**src/rtl/bpfcap_dma_seq.sv**
```systemverilog
// bpfcap_dma_seq: copies words [pkt_begin, pkt_end) from m0 to dst_addr on m1
// in bursts of up to MAX_BURST words, store-and-forward, with CSR slave s0.
//
// Ports: clk, reset (async, active-low); s0 CSR slave (address/read/write/
// writedata/readdata, 1-cycle read latency); m0 Avalon-MM burst read master;
// m1 Avalon-MM burst write master; irq (completion interrupt).
// Macro BPFCAP_DMA_IRQ_EN: enables the registered irq and control b2 irq_en.
// When undefined, irq is tied 0 and control b2 reads 0.
module bpfcap_dma_seq #(
  parameter int ADDR_W    = 32,
  parameter int MAX_BURST = 8,
  parameter int CNT_W     = 16
) (
  input  logic              clk,
  input  logic              reset,
  input  logic [2:0]        avs_s0_address,
  input  logic              avs_s0_read,
  input  logic              avs_s0_write,
  input  logic [31:0]       avs_s0_writedata,
  output logic [31:0]       avs_s0_readdata,
  output logic [ADDR_W-1:0] avs_m0_address,
  output logic              avs_m0_read,
  output logic [CNT_W-1:0]  avs_m0_burstcount,
  input  logic              avs_m0_waitrequest,
  input  logic [31:0]       avs_m0_readdata,
  input  logic              avs_m0_readdatavalid,
  output logic [ADDR_W-1:0] avs_m1_address,
  output logic              avs_m1_write,
  output logic [CNT_W-1:0]  avs_m1_burstcount,
  output logic [31:0]       avs_m1_writedata,
  input  logic              avs_m1_waitrequest,
  output logic              irq
);

  localparam int IW = (MAX_BURST > 1) ? $clog2(MAX_BURST) : 1;
  localparam int LW = $clog2(MAX_BURST + 1);

  localparam logic [1:0] IDLE     = 2'd0;
  localparam logic [1:0] RD_REQ   = 2'd1;
  localparam logic [1:0] RD_DATA  = 2'd2;
  localparam logic [1:0] WR_BURST = 2'd3;

  logic [1:0]        st;
  logic [ADDR_W-1:0] pkt_begin;
  logic [ADDR_W-1:0] pkt_end;
  logic [ADDR_W-1:0] dst_addr;
  logic [ADDR_W-1:0] src;
  logic [ADDR_W-1:0] dst;
  logic [ADDR_W-1:0] remaining;
  logic [LW-1:0]     len;
  logic [LW-1:0]     bcnt;
  logic [CNT_W-1:0]  count;
  logic              done;
  logic              err;
  logic              aborted;
  logic              abort_pending;
  logic [31:0]       mem [MAX_BURST];

  logic              busy;
  logic              ctrl_wr;
  logic              start_wr;
  logic              abort_wr;
  logic              w1c_done;
  logic              bad;
  logic [ADDR_W-1:0] words;
  logic [ADDR_W-1:0] step;
  logic [ADDR_W-1:0] rem_next;
  logic              last_rd;
  logic              last_wr;
  logic              abort_now;
  logic              stop;
  logic              fin;
  logic [15:0]       cnt16;
  logic              ien_bit;

  function automatic logic [LW-1:0] min_len(input logic [ADDR_W-1:0] r);
    return (r > ADDR_W'(MAX_BURST)) ? LW'(MAX_BURST) : LW'(r);
  endfunction

  assign busy     = (st != IDLE);
  assign ctrl_wr  = avs_s0_write && (avs_s0_address == 3'd0);
  assign start_wr = ctrl_wr && avs_s0_writedata[0];
  assign abort_wr = ctrl_wr && avs_s0_writedata[1];
  assign w1c_done = avs_s0_write && (avs_s0_address == 3'd4)
                    && avs_s0_writedata[1];

  assign bad = (pkt_end <= pkt_begin) || (pkt_begin[1:0] != 2'b00)
               || (pkt_end[1:0] != 2'b00);
  assign words    = (pkt_end - pkt_begin) >> 2;
  assign step     = ADDR_W'(len) << 2;
  assign rem_next = remaining - ADDR_W'(len);

  assign last_rd   = avs_m0_readdatavalid && (bcnt == len - LW'(1));
  assign last_wr   = !avs_m1_waitrequest && (bcnt == len - LW'(1));
  // An abort written in the very last beat cycle still counts.
  assign abort_now = abort_pending || abort_wr;
  assign stop      = (rem_next == '0) || abort_now;
  assign fin       = (st == WR_BURST) && last_wr && stop;

  assign avs_m0_read       = (st == RD_REQ);
  assign avs_m0_address    = src;
  assign avs_m0_burstcount = CNT_W'(len);
  assign avs_m1_write      = (st == WR_BURST);
  assign avs_m1_address    = dst;
  assign avs_m1_burstcount = CNT_W'(len);
  assign avs_m1_writedata  = mem[bcnt[IW-1:0]];

  assign cnt16 = 16'(count);

  always_ff @(posedge clk or negedge reset) begin
    if (!reset) begin
      for (int i = 0; i < MAX_BURST; i++) mem[i] <= '0;
    end else if (st == RD_DATA && avs_m0_readdatavalid) begin
      mem[bcnt[IW-1:0]] <= avs_m0_readdata;
    end
  end

  always_ff @(posedge clk or negedge reset) begin
    if (!reset) begin
      st            <= IDLE;
      pkt_begin     <= '0;
      pkt_end       <= '0;
      dst_addr      <= '0;
      src           <= '0;
      dst           <= '0;
      remaining     <= '0;
      len           <= '0;
      bcnt          <= '0;
      count         <= '0;
      done          <= 1'b0;
      err           <= 1'b0;
      aborted       <= 1'b0;
      abort_pending <= 1'b0;
    end else begin
      if (avs_s0_write && !busy) begin
        case (avs_s0_address)
          3'd1:    pkt_begin <= ADDR_W'(avs_s0_writedata);
          3'd2:    pkt_end   <= ADDR_W'(avs_s0_writedata);
          3'd3:    dst_addr  <= ADDR_W'(avs_s0_writedata);
          default: ;
        endcase
      end
      if (w1c_done) done <= 1'b0;
      if (abort_wr && busy) abort_pending <= 1'b1;
      unique case (1'b1)
        st == IDLE: begin
          abort_pending <= 1'b0;
          if (start_wr) begin
            done    <= 1'b0;
            err     <= 1'b0;
            aborted <= 1'b0;
            count   <= '0;
            if (bad) begin
              err <= 1'b1;
            end else begin
              src       <= pkt_begin;
              dst       <= dst_addr;
              remaining <= words;
              len       <= min_len(words);
              bcnt      <= '0;
              st        <= RD_REQ;
            end
          end
        end
        st == RD_REQ: begin
          if (!avs_m0_waitrequest) begin
            bcnt <= '0;
            st   <= RD_DATA;
          end
        end
        st == RD_DATA: begin
          if (avs_m0_readdatavalid) begin
            bcnt <= bcnt + LW'(1);
            if (last_rd) begin
              bcnt <= '0;
              st   <= WR_BURST;
            end
          end
        end
        st == WR_BURST: begin
          if (!avs_m1_waitrequest) begin
            bcnt <= bcnt + LW'(1);
            if (count != '1) count <= count + CNT_W'(1);
            if (last_wr) begin
              bcnt      <= '0;
              src       <= src + step;
              dst       <= dst + step;
              remaining <= rem_next;
              if (stop) begin
                st            <= IDLE;
                abort_pending <= 1'b0;
                if (abort_now) begin
                  aborted <= 1'b1;
                  done    <= 1'b0;
                end else begin
                  done <= 1'b1;
                end
              end else begin
                len <= min_len(rem_next);
                st  <= RD_REQ;
              end
            end
          end
        end
        default: ;
      endcase
    end
  end

`ifdef BPFCAP_DMA_IRQ_EN
  logic irq_en;
  logic fin_q;
  logic irq_q;

  assign ien_bit = irq_en;
  assign irq     = irq_q;

  // irq follows the done/aborted flag by one cycle.
  always_ff @(posedge clk or negedge reset) begin
    if (!reset) begin
      irq_en <= 1'b0;
      fin_q  <= 1'b0;
      irq_q  <= 1'b0;
    end else begin
      if (ctrl_wr) irq_en <= avs_s0_writedata[2];
      fin_q <= fin;
      if (w1c_done || (start_wr && !busy)) begin
        irq_q <= 1'b0;
      end else if (fin_q && irq_en) begin
        irq_q <= 1'b1;
      end
    end
  end
`else
  assign ien_bit = 1'b0;
  assign irq     = 1'b0;
`endif

  always_ff @(posedge clk or negedge reset) begin
    if (!reset) begin
      avs_s0_readdata <= '0;
    end else if (avs_s0_read) begin
      case (avs_s0_address)
        3'd0:    avs_s0_readdata <= {29'd0, ien_bit, 2'b00};
        3'd1:    avs_s0_readdata <= 32'(pkt_begin);
        3'd2:    avs_s0_readdata <= 32'(pkt_end);
        3'd3:    avs_s0_readdata <= 32'(dst_addr);
        3'd4:    avs_s0_readdata <= {cnt16, 12'd0, aborted, err, done, busy};
        default: avs_s0_readdata <= '0;
      endcase
    end
  end

endmodule

```
**config.mk**
```make
export PLATFORM = sky130hd
export DESIGN_NAME = bpfcap_dma_seq
export DESIGN_NICKNAME = d
export VERILOG_FILES = /design/src/rtl/bpfcap_dma_seq.sv
export SDC_FILE = /design/constraint.sdc
export NUM_CORES = 1
export LEC_CHECK = 0
export CAP_MARGIN = 20
export CORE_ASPECT_RATIO = 1.25
export CORE_MARGIN = 2
export CORE_UTILIZATION = 45
export CTS_CLUSTER_SIZE = 14
export DETAILED_ROUTE_END_ITERATION = 7
export DONT_BUFFER_PORTS = 1
export PLACE_DENSITY = 0.57
export SYNTH_ARGS = -nofsm -noshare
export SYNTH_HDL_FRONTEND = slang
export SYNTH_SLANG_ARGS = --single-unit
```
**constraint.sdc**
```tcl
create_clock -name clk -period 4.4 [get_ports clk]
set_input_delay 0.88 -clock clk [delete_from_list [all_inputs] [get_ports clk]]
set_output_delay 0.88 -clock clk [all_outputs]
set_load 0.05 [all_outputs]
```
=== After elaboration in Yosys (flattened, before gate mapping) ===
Index checks and enable logic that the tools add are counted.

* Input port bits: 74
* Bits in registers: 510

* Equality and inequality tests: 20
* $add $sub $neg: 7
* Order comparisons: 5
* Reduce and logical (&&, ||, !) cells: 35
* Muxes and demuxes: 70
* Bitwise gates (word level): 1

{| class="wikitable"
|+ Operator list
! kind !! count
|-
| $mux W32 || 15
|-
| $bwmux W256 || 1
|-
| $pmux W32 S2 || 3
|-
| $pmux W32 S4 || 1
|-
| $bmux W32 S3 || 1
|-
| $demux W32 S3 || 1
|-
| $add A32 B6 Y32 || 2
|-
| $mux W4 || 14
|-
| $mux W16 || 3
|-
| $gt A32 B4 Y1 const B || 1
|-
| $le A32 B32 Y1 || 1
|-
| $logic_not A32 Y1 || 1
|-
| $pmux W16 S2 || 1
|-
| $sub A32 B32 Y32 || 1
|-
| $sub A32 B4 Y32 || 1
|-
| $gt A30 B4 Y1 const B || 1
|-
| $reduce_and A6 Y1 || 3
|-
| $mux W1 || 17
|-
| $add A16 B1 Y16 const B || 1
|-
| $ne A16 B16 Y1 const B || 1
|-
| $pmux W4 S4 || 1
|-
| $mux W2 || 7
|-
| $ne A2 B2 Y1 const B || 7
|-
| $logic_and A1 B1 Y1 || 11
|-
| 25 further kinds || 42
|}

=== Longest topological paths before layout ===
Gate-level depths: netlist (run 1).

* Depth after elaboration: 9
* Gate-level depth with buffers: 15

=== Worst setup path before layout (run 1) ===
Ideal clock, no wire load.

* Path kind: register -> register
* Start point: register len[1]
* End point: register len[2]
* Path buffers: 0
* Library setup time: 87 ps
* Cell stages (with the launch flop): 13
* Setup slack: 516 ps
* Clock period less this slack: 3,884 ps
* Data required time: 4,313 ps
* Data arrival time: 3,798 ps
* Cell sequence: dfrtp_1 > inv_1 > ha_1 > nor2b_1 > o311a_1 > nor3_1 > nand2_1 > a311o_1 > o211ai_2 > nor2_1 > a311o_1 > or3_1 > o211ai_1

* Longest elaborated chain between the ends: 7

{| class="wikitable"
|+ RTL lines
! element !! line !! source
|-
| start: declaration || 50 || <nowiki>logic [LW-1:0] len;</nowiki>
|-
| start signal: assignment || 159 || <nowiki>len <= min_len(words);</nowiki>
|-
| start signal: assignment || 199 || <nowiki>len <= min_len(rem_next);</nowiki>
|-
| $sub A32 B4 Y32 || 91 || <nowiki>assign rem_next = remaining - ADDR_W'(len);</nowiki>
|-
| $gt A32 B4 Y1 || 77 || <nowiki>return (r > ADDR_W'(MAX_BURST)) ? LW'(MAX_BURST) : LW'(r);</nowiki>
|-
| $mux W4 || 77 ||
|-
| $mux W4 || 189 || <nowiki>if (stop) begin</nowiki>
|-
| $mux W4 || 184 || <nowiki>if (last_wr) begin</nowiki>
|-
| $mux W4 || 181 || <nowiki>if (!avs_m1_waitrequest) begin</nowiki>
|-
| $pmux W4 S2 || 145 || <nowiki>unique case (1'b1)</nowiki>
|}

Several ways; a longest one is shown, not always the timed one. The select of a mux whose other input is x is not followed.
A chain may end at the register's enable or synchronous reset.

=== Final worst setup path (run 1) ===
* Start point: register pkt_begin[14]
* End point: register len[1]

* Longest elaborated chain between the ends: 6

{| class="wikitable"
|+ RTL lines
! element !! line !! source
|-
| start: declaration || 44 || <nowiki>logic [ADDR_W-1:0] pkt_begin;</nowiki>
|-
| start signal: assignment || 137 || <nowiki>3'd1: pkt_begin <= ADDR_W'(avs_s0_writedata);</nowiki>
|-
| $sub A32 B32 Y32 || 89 || <nowiki>assign words = (pkt_end - pkt_begin) >> 2;</nowiki>
|-
| $gt A30 B4 Y1 || 77 ||
|-
| $mux W4 || 77 ||
|-
| $mux W4 || 153 || <nowiki>if (bad) begin</nowiki>
|-
| $mux W4 || 148 || <nowiki>if (start_wr) begin</nowiki>
|-
| $pmux W4 S2 || 145 ||
|}

Several ways; a longest one is shown, not always the timed one. The select of a mux whose other input is x is not followed.

==> impl_metrics.toml, run 1 <==
[clocking]
cts_resized = 0
clk_latency_ps = 620
post-cts-setup-buffers = 0
cts_sinks = 510
clk_pin_slew_ps = 60
cts_tree = "done"
ctsRootBufferMaster = "clkbuf_16"
cts_hold_buf = 2
numCtsBuffers = 54
htreeDepth = 2
clockBufferDepth = 3

[detailed_routing]
dr_total_vias = 20600
via_per_inst = 6.24
routedWlPerCell_um = 24.9
drt_iter0_drc = 1567
wirelength_mm = 82.3
drt_pre_antenna_iters = 8
final_antenna_net_count = 0
drc_errors = 14

[sta]
finClkSkew_ps = 15.8
fin_crit_ps = 3920
finalSetupTns_ps = 0
rsz0062_at_grt = "false"
fin_crit_sh_pct = 89.1
setup_viol = 0
hold_violations = 0
worstMarginPinSlew_ps = 1070
finalMaxSlewViolations = 0
maxSlewHeadroom_pct = 28.1
fmax_ghz = 0.255

[yosys]
yosys_warnings = 0
netlist_area_um2 = 26700
synth_cell_types = 79
postSynthCellCount = 2569
avgSynthCellArea_um2 = 10.4
ys_ff_latch = 510
synthFlopType = "dfrtp_1"
async_flop_share_pct = 100
ys_seq_area_share_pct = 47.8
synth-edff-count = 0

[global_routing]
grt_overflow = 0
grt_pass1_wl_mm = 127
antenna_found_initial = 0
grt_pass1_vias = 21000
grt_max_degree = 226
globalRouteTotalUtil_pct = 26.6

[worst_setup_path]
start_kind = "register"
cp-end-kind = "register"
setup.worst_path.class = "reg -> reg"
required_ps = 4930
cp.arrival_ps = 4450
path_max_fanout = 8

[power_and_ir_drop]
leakagePower_uw = 0.0128
ir_drop_uv = 382
p_per_area_nw_per_um2 = 812

[finish]
fin_cells = 3300
area_growth_pct = 9.71
final_common_cell = "dfrtp_1"
final.fill_count = 5354
diodes = 0
layout_common_cells = "dfrtp_1 (510), mux2_2 (325), nand2_1 (158)"
drive_above_1_share_pct = 19.9
fin_nets = 2632

[floorplanning]
coreArea_um2 = 58500
die_area_um2 = 61300
num_io_pins = 237
initial_utilization_pct = 45.6
die_w_um = 222
die_y_um = 276
fp-row-count = 99

[run_status]
status = "finished, violations left"
failed_checks = "DRC"

[hold_path]
hold_class = "in -> async"

[flow_run]
drv_cap = 0

[place]
placedCellCount = 3201
hpwlAfterDp_mm = 55.0
place_congestion = 0.933
portBuffers = 0
## report_power, final
group / internal (µW) / total [µW] / switching [µW]
logic: 3620 / 10100 / 6520
clock network: 2780 / 4740 / 1960
registers: 6270 / 8870 / 2610
total: 12700 / 23800 / 11100
## stage by stage
| stage | total power [µW] | util (%) | setup WS (ps) | area, µm² | hold WS (ps) |
|---|---|---|---|---|---|
| after floorplan | 15900 | - | 516 | 26800 | 454 |
| after global placement | 18700 | 46.8 | 526 | 27400 | 474 |
| after detailed placement | 18900 | 46.8 | 493 | 27400 | 483 |
| after CTS | 23800 | 50.0 | 464 | 29200 | -24.7 |
| after global routing | 25200 | 50.1 | 142 | 29300 | 2.73 |
| final | 23800 | 50.1 | 478 | 29300 | 36.5 |
## state kept, by name, summed over array words and instances (netlist names), 2 cells and up
| name | count |
|---|---|
| avs_m0_address | 32 |
| avs_m1_address | 32 |
| avs_s0_readdata | 32 |
| bcnt | 4 |
| cnt16 | 16 |
| dst_addr | 32 |
| len | 4 |
| mem | 256 |
| pkt_begin | 32 |
| pkt_end | 32 |
| remaining | 32 |
| st | 2 |
## cell families (layout without fill, tap and decap cells)
group	count (synthesis)	count (layout)	share of synthesized area, %
simple gates	587	587	11.1
other cells	1	25	0.0141
flops	510	510	47.8
xor+xnor	44	44	1.44
compound gates	723	723	17.8
mux	338	338	14.2
buf+inv	312	262	4.90
fa+ha+maj	54	54	2.62
## worst max-delay path, stage by stage, from the launching register on
cell and delay [ps]:
dfrtp_1 340, inv_1 70, ha_1 410, a21oi_1 360, o21ai_0 200, a221o_1 400, a221oi_1 450, o211ai_1 190
a31o_1 250, or4_1 440, and4bb_2 370, nand4_1 150, o211ai_1 210
## final timing paths
kind / from / endpoint / slack, ps / cells after the start
min in group clk: avs_s0_read / avs_s0_readdata[23] / 370 / 1
worst min-delay path: reset / remaining[2] / 40 / 0
worst min register to register: abort_pending / abort_pending / 490 / 2
worst max register to register: pkt_begin[14] / len[1] / 480 / 12
max in group asynchronous: reset / remaining[18] / 2940 / 1
worst max-delay path: pkt_begin[14] / len[1] / 480 / 12
## cell usage after synthesis, drive strengths merged, types with 41 or more instances
library cell	n	area share [%]
a21oi	129	2.4
a22oi	143	4.0
and3	41	0.96
buf	66	1.4
clkbuf	144	2.0
dfrtp	510	48
ha	51	2.4
inv	102	1.4
mux2	325	14
nand2	159	2.2
nand3	80	1.5
nand4	61	1.4
nor2	94	1.3
o21ai	158	3.0
o22ai	91	2.1
## per-layer routing
metal / global-route usage [%] / vias up / wire [µm]
met5: 0 / - / 0
met3: 5.67 / 139 / 5690
met4: 8.99 / 0 / 2600
met1: 32.3 / 10500 / 32600
met2: 46.8 / 637 / 41400
li1: - / 9350 / -
## area by class of cell
cell class / instances / area [µm²] / area share, %
clock buffers: 76 / 1540 / 5.25
repair buffers: 65 / 583 / 1.99
multi-input cells: 1771 / 12800 / 43.6
flip-flops and latches: 510 / 12800 / 43.6
inverters: 102 / 383 / 1.31
clock inverters: 19 / 284 / 0.971
well taps: 757 / 947 / 3.24
Note: power is estimated with default switching activity, not from simulation.
==> run 2, diff against run 1 <==
- ABC_AREA: default -> 1
==> run 2 against run 1 <==
  * The flow finishes with violations (slew limit)
  * Total power up 12%
  * Count of clock-buffer cells in the layout up 5
  * Via count up 22%
  * First-iteration DRC count up 40%
  * Sequential power up 5.4%
  * Critical path depth down 6
  * Combinational power up 26%
  * Non-clock buffer count down 16
  * Flip-flop and latch count unchanged
  * Critical endpoint is now avs_m1_writedata[15]
  * Register-to-register slack about the same
  * Critical path type is now reg -> out
  * Largest cell class is now registers
  * Clock power down 2%
==> impl_metrics.toml, run 2 <==
[run_status]
status = "finished, violations left"
failed_checks = "slew limit"

[worst_setup_path]
crit_slowest_cell = "clkinv_1"
cp.arrival_ps = 3180
start_kind = "register"
path_cells = "nor2_1 -> nand2_1 -> clkinv_1 -> buf_4 -> a221oi_1 -> nand4_1"
required_ps = 3520
timing.rr.start = "st[0]"
crit_path_start = "bcnt[2]"
path_buf_inv = 2
r2r_end = "avs_m0_address[10]"
cp-end-kind = "primary output"
reg2reg_depth = 7
path_max_fanout = 16
setup.worst_path.class = "reg -> out"
path_delay_family = "buffers and inverters"
slowest_delay_ps = 570
r2r_slack_ps = 470

[hold_path]
hold_class = "in -> async"

[sta]
worstMarginPinSlew_ps = 2660
fmax_ghz = 0.246
rsz0062_at_grt = "false"
finClkSkew_ps = 32.0
hold_violations = 0
maxSlewHeadroom_pct = -77.5
finalMaxSlewViolations = 347
fin_crit_sh_pct = 92.4
finalSetupTns_ps = 0
setup_viol = 0
fin_crit_ps = 4060

[floorplanning]
coreArea_um2 = 60900
initial_utilization_pct = 45.7
fp-row-count = 101
die_area_um2 = 63800
num_io_pins = 237
die_y_um = 282
die_w_um = 226

[finish]
fin_nets = 3792
drive_above_1_share_pct = 5.05
final_common_cell = "nand2_1"
largest_register_ffs = 256
area_growth_pct = 9.57
layout_common_cells = "nand2_1 (1075), dfrtp_1 (510), inv_1 (449)"
top_register = "mem"

[detailed_routing]
drt_iter0_drc = 2189
dr_total_vias = 25100
final_antenna_net_count = 0
routedWlPerCell_um = 22.8
drt_pre_antenna_iters = 6
wirelength_mm = 103
drc_errors = 0
via_per_inst = 5.53

[yosys]
netlist_area_um2 = 27800
synth_common_cells = "nand2_1 (1084), dfrtp_1 (510), inv_1 (450)"
yosysTopAreaCellShare_pct = 45.9
ys_ff_latch = 510
synth_top_family_by_area = "simple AND/OR/NAND/NOR gates"
synth_cell_types = 53
synthAdderAreaFrac_pct = 2.51
yosysMostFrequentCell = "nand2_1"
ys_seq_area_share_pct = 45.9
synth_mux_area_share_pct = 0
async_flop_share_pct = 100
synthXorXnorAreaFrac_pct = 1.67
synth_compound_gate_area_share_pct = 16.0
synth.area.top_cells = "dfrtp_1 (46%), nand2_1 (15%), o21ai_0 (7.7%), inv_1 (6.1%), nor2_1 (4.3%)"
yosys_warnings = 0
yosys.area.top_type = "dfrtp_1"
synthFlopType = "dfrtp_1"
yosys.area_share.simple_pct = 24.7
avgSynthCellArea_um2 = 7.50
synth-edff-count = 0
postSynthCellCount = 3712

[clocking]
clk_pin_slew_ps = 60
clk_latency_ps = 630
cts_sinks = 510
clockBufferDepth = 3
ctsRootBufferMaster = "clkbuf_16"
cts_tree = "done"
post-cts-setup-buffers = 0
numCtsBuffers = 54
htreeDepth = 2
cts_resized = 0

[place]
hpwlAfterDp_mm = 76.6
portBuffers = 0
place_congestion = 0.994

[global_routing]
grt_overflow = 0
grt_pass1_wl_mm = 155
globalRouteTotalUtil_pct = 32.6
grt_max_degree = 511
antenna_found_initial = 7
grt_pass1_vias = 24600

[power_and_ir_drop]
clockPowerShare_pct = 17.4
sw_frac_of_total_pct = 52.5
p_sw_uw = 14000
p_per_area_nw_per_um2 = 876
p_comb_share_pct = 47.5
leakagePower_uw = 0.0148
power_frac_seq_pct = 35.0
power.total_uw = 26700
p_int_uw = 12700
ir_drop_uv = 530

[flow_run]
drv_cap = 0
[run 2: cell count changes in the layout (fill, tap and decap cells not counted), moves of 19 or more]
| cell | delta |
|---|---|
| a22oi_1 | -110 |
| o21ai_0 | +273 |
| o2bb2ai_1 | +24 |
| o22ai_1 | -77 |
| and3_1 | -37 |
| nor2_1 | +224 |
| a22o_1 | -22 |
| inv_1 | +347 |
| xor2_1 | +22 |
| nand3_1 | +33 |
| mux2_2 | -325 |
| nor2b_1 | -19 |
| o2111ai_1 | +21 |
| nand2_1 | +917 |
[run 2: kinds of logic after synthesis]
family / after synthesis
flip-flops: 510
adder cells (fa/ha/maj): 54
XOR/XNOR: 53
AO/OA/AOI/OAI: 776
AND/OR/NAND/NOR: 1680
other: 1
buffers and inverters: 638
[run 2: final cells by class]
cell class                 instances  area [µm²]
fill                            6086       30400
timing repair buffer              49         508
clock inverter                    16         158
antenna                            2        5.00
tap                              824        1030
clock buffer                      81        1640
multi-input combinational       2588       12600
inverter                         461        1730
sequential                       510       12800
[run 2: metal layers]
metal	GRT usage, %	vias up	routed length (µm)
met4	20.5	8	7570
met3	5.36	219	5650
li1	-	11900	-
met2	55.5	801	50300
met5	0	-	64
met1	38.4	12100	39700
[run 2: per-stage QoR]
step	cells	hold WS, ps	utilization, %	setup slack (ps)	instance area, µm²
finish	4531	69.4	50.0	336	30500
global route	4530	9.04	50.0	183	30500
CTS	4525	-75.9	49.9	290	30400
detailed placement	4428	473	46.9	549	28600
global placement	4427	467	46.9	551	28600
floorplan	3736	453	-	1580	27900
[run 2: power groups by stage]
stage                     logic, µW  clock network (µW)  registers, µW
final                         12700                4650           9350
after global routing          14000                4920           9540
after CTS                     12600                4740           9330
after detailed placement      12600                   0           9400
after global placement        12500                   0           9330
after floorplan                8900                   0           8760
[run 2: how the worst max path moves through the flow]
stage	end	slack (ps)	depth (start not counted)
4_1_cts	avs_m1_writedata[15]	290	6
3_3_place_gp	avs_m0_address[10]	550	7
6_report	avs_m1_writedata[15]	340	6
2_1_floorplan	remaining[5]	1580	13
5_1_grt	avs_m1_writedata[3]	180	5
3_5_place_dp	avs_m0_address[10]	550	7
[run 2: worst reg2reg max path, stage by stage, from the launching register on]
cell	delay [ps]
dfrtp_1	440
ha_4	620
inv_2	440
buf_4	420
buf_4	430
nor3_1	850
a21oi_1	380
o21ai_0	240
==> run 3, diff against run 2 <==
- PLACE_DENSITY: 0.57 -> 0.59
- clock period: 4.4 -> 3.7 ns (I/O delays scaled with it)
==> run 3 against run 2 <==
  * The run ends with hold timing, slew limit left
  * Die area did not move
  * Sequential share of layout area shrank 0.45 points
  * Utilization grew 0.55 points
  * Via count decreased by 0.94%
  * Combinational power increased by 24%
  * Wire length decreased by 4.4%
  * Register-to-register slack got worse by 230 ps
  * Final area grew 1.1%
  * Clock skew shrank 17 ps
  * Setup slack worse by 150 ps
  * Critical path type unchanged
  * Largest cell class unchanged
==> impl_metrics.toml, run 3 (synthesized netlist as in run 2, its figures left out) <==
[run_status]
status = "finished, violations left"
failed_checks = "hold timing, slew limit"

[worst_setup_path]
required_ps = 2960
slowest_delay_ps = 560
cp.arrival_ps = 2780
start_kind = "register"
cp-end-kind = "primary output"
setup.worst_path.class = "reg -> out"
path_cells = "nand2_1 -> nor2_2 -> clkinv_1 -> o2111ai_1 -> buf_4"
crit_slowest_cell = "o2111ai_1"
path_max_fanout = 9

[floorplanning]
die_y_um = 282
num_io_pins = 237
initial_utilization_pct = 45.7
die_w_um = 226
coreArea_um2 = 60900
fp-row-count = 101
die_area_um2 = 63800

[global_routing]
use_met2_pct = 52.1
grt_overflow = 0
grt_use_met3_pct = 5.67
globalRouteTotalUtil_pct = 31.0
grt_pass1_vias = 24000
gr-max-usage-layer = "met2"
use_met1_pct = 35.9
antenna_found_initial = 5
grt_max_degree = 511
grt_pass1_wl_mm = 148

[finish]
fin_area_um2 = 30800
area_growth_pct = 10.8
top_register = "mem"
largest_register_ffs = 256
drive_above_1_share_pct = 6.26
fin_cells = 4581
area.sequential_um2 = 12800
fin_nets = 3844
final.fill_count = 6230
multi_input_area_um2 = 12600
layout_common_cells = "nand2_1 (1075), dfrtp_1 (509), inv_1 (449)"
final_common_cell = "nand2_1"

[detailed_routing]
drt_pre_antenna_iters = 5
dr_total_vias = 24800
via_per_inst = 5.42
drt_iter0_drc = 2013
routedWlPerCell_um = 21.6
final_antenna_net_count = 0
drc_errors = 0
wirelength_mm = 98.8

[power_and_ir_drop]
ir_drop_uv = 533
leakagePower_uw = 0.0150
p_per_area_nw_per_um2 = 1040

[sta]
finalMaxSlewViolations = 189
finalSetupTns_ps = 0
maxSlewHeadroom_pct = -13.2
setup_viol = 0
fin_crit_sh_pct = 95.1
rsz0062_at_grt = "false"
fin_crit_ps = 3520
finClkSkew_ps = 15.4
holdWs_ps = -174
worstMarginPinSlew_ps = 1700
hold_violations = 72
fmax_ghz = 0.284

[clocking]
cts_tree = "done"
numCtsBuffers = 55
clockBufferDepth = 3
ctsRootBufferMaster = "clkbuf_16"
htreeDepth = 2
cts_sinks = 510
clk_pin_slew_ps = 60
clk_latency_ps = 630
post-cts-setup-buffers = 0

[hold_path]
hold_class = "in -> async"

[place]
portBuffers = 0
placedCellCount = 4482
dpl-instance-area_um2 = 29000
hpwlAfterDp_mm = 72.1
place_congestion = 0.989

[flow_run]
drv_cap = 0
## run 3: through the flow
step	util [%]	power, µW	setup WS [ps]	hold slack, ps
2_1_floorplan	-	21000	882	444
3_3_place_gp	47.6	26300	351	466
3_5_place_dp	47.6	26400	373	471
4_1_cts	50.5	32000	25.9	-192
5_1_grt	50.6	34200	25.5	-201
6_report	50.6	32000	181	-174
## run 3: worst max-delay path, delay by kind of cell, from the launching register on
kind	cells	cell delay, ps
AOI/OAI and AO/OA	1	560
DFF	1	550
and+or+nand+nor	2	310
buffers and inverters	2	740
## run 3: path summary, 6_finish.rpt
check	to	startpoint	slack, ps	depth (start not counted)
setup / recovery	avs_m1_writedata[27]	bcnt[2]	180	5
hold / removal	avs_s0_readdata[9]	reset	-170	0
setup reg to reg	avs_m0_address[30]	pkt_begin[20]	240	16
hold reg to reg	bcnt[3]	bcnt[3]	480	1
max in group asynchronous	avs_m1_address[4]	reset	2520	0
min in group clk	avs_s0_readdata[27]	avs_s0_read	230	2
## run 3: power breakdown
group          switching, µW  total, µW  internal [µW]  leakage (µW)
sequential              2920      10800           7840       0.00643
clock                   2390       5550           3160      0.000881
combinational          11100      15700           4620       0.00768
total                  16400      32000          15600        0.0150
## run 3: layout make-up
class	instances	share of cell area, %
antenna	2	0.0162
clock buffer	79	5.11
clock inverter	17	0.690
inverter	461	5.64
multi-input combinational	2588	41.0
sequential	510	41.4
tap	824	3.34
timing repair buffer	100	2.74
## run 3: what timing repair did
action	in CTS	in global routing
endpoints found under the setup margin	0	9
endpoints found under the hold margin	510	381
resized for setup	0	2
## run 3: per-layer routing
layer  up-vias  part of all wire [%]
li1      12000                     -
met3       250                   5.7
met5         -                 0.030
met2       730                    48
met1     11800                    38
met4         6                   8.0
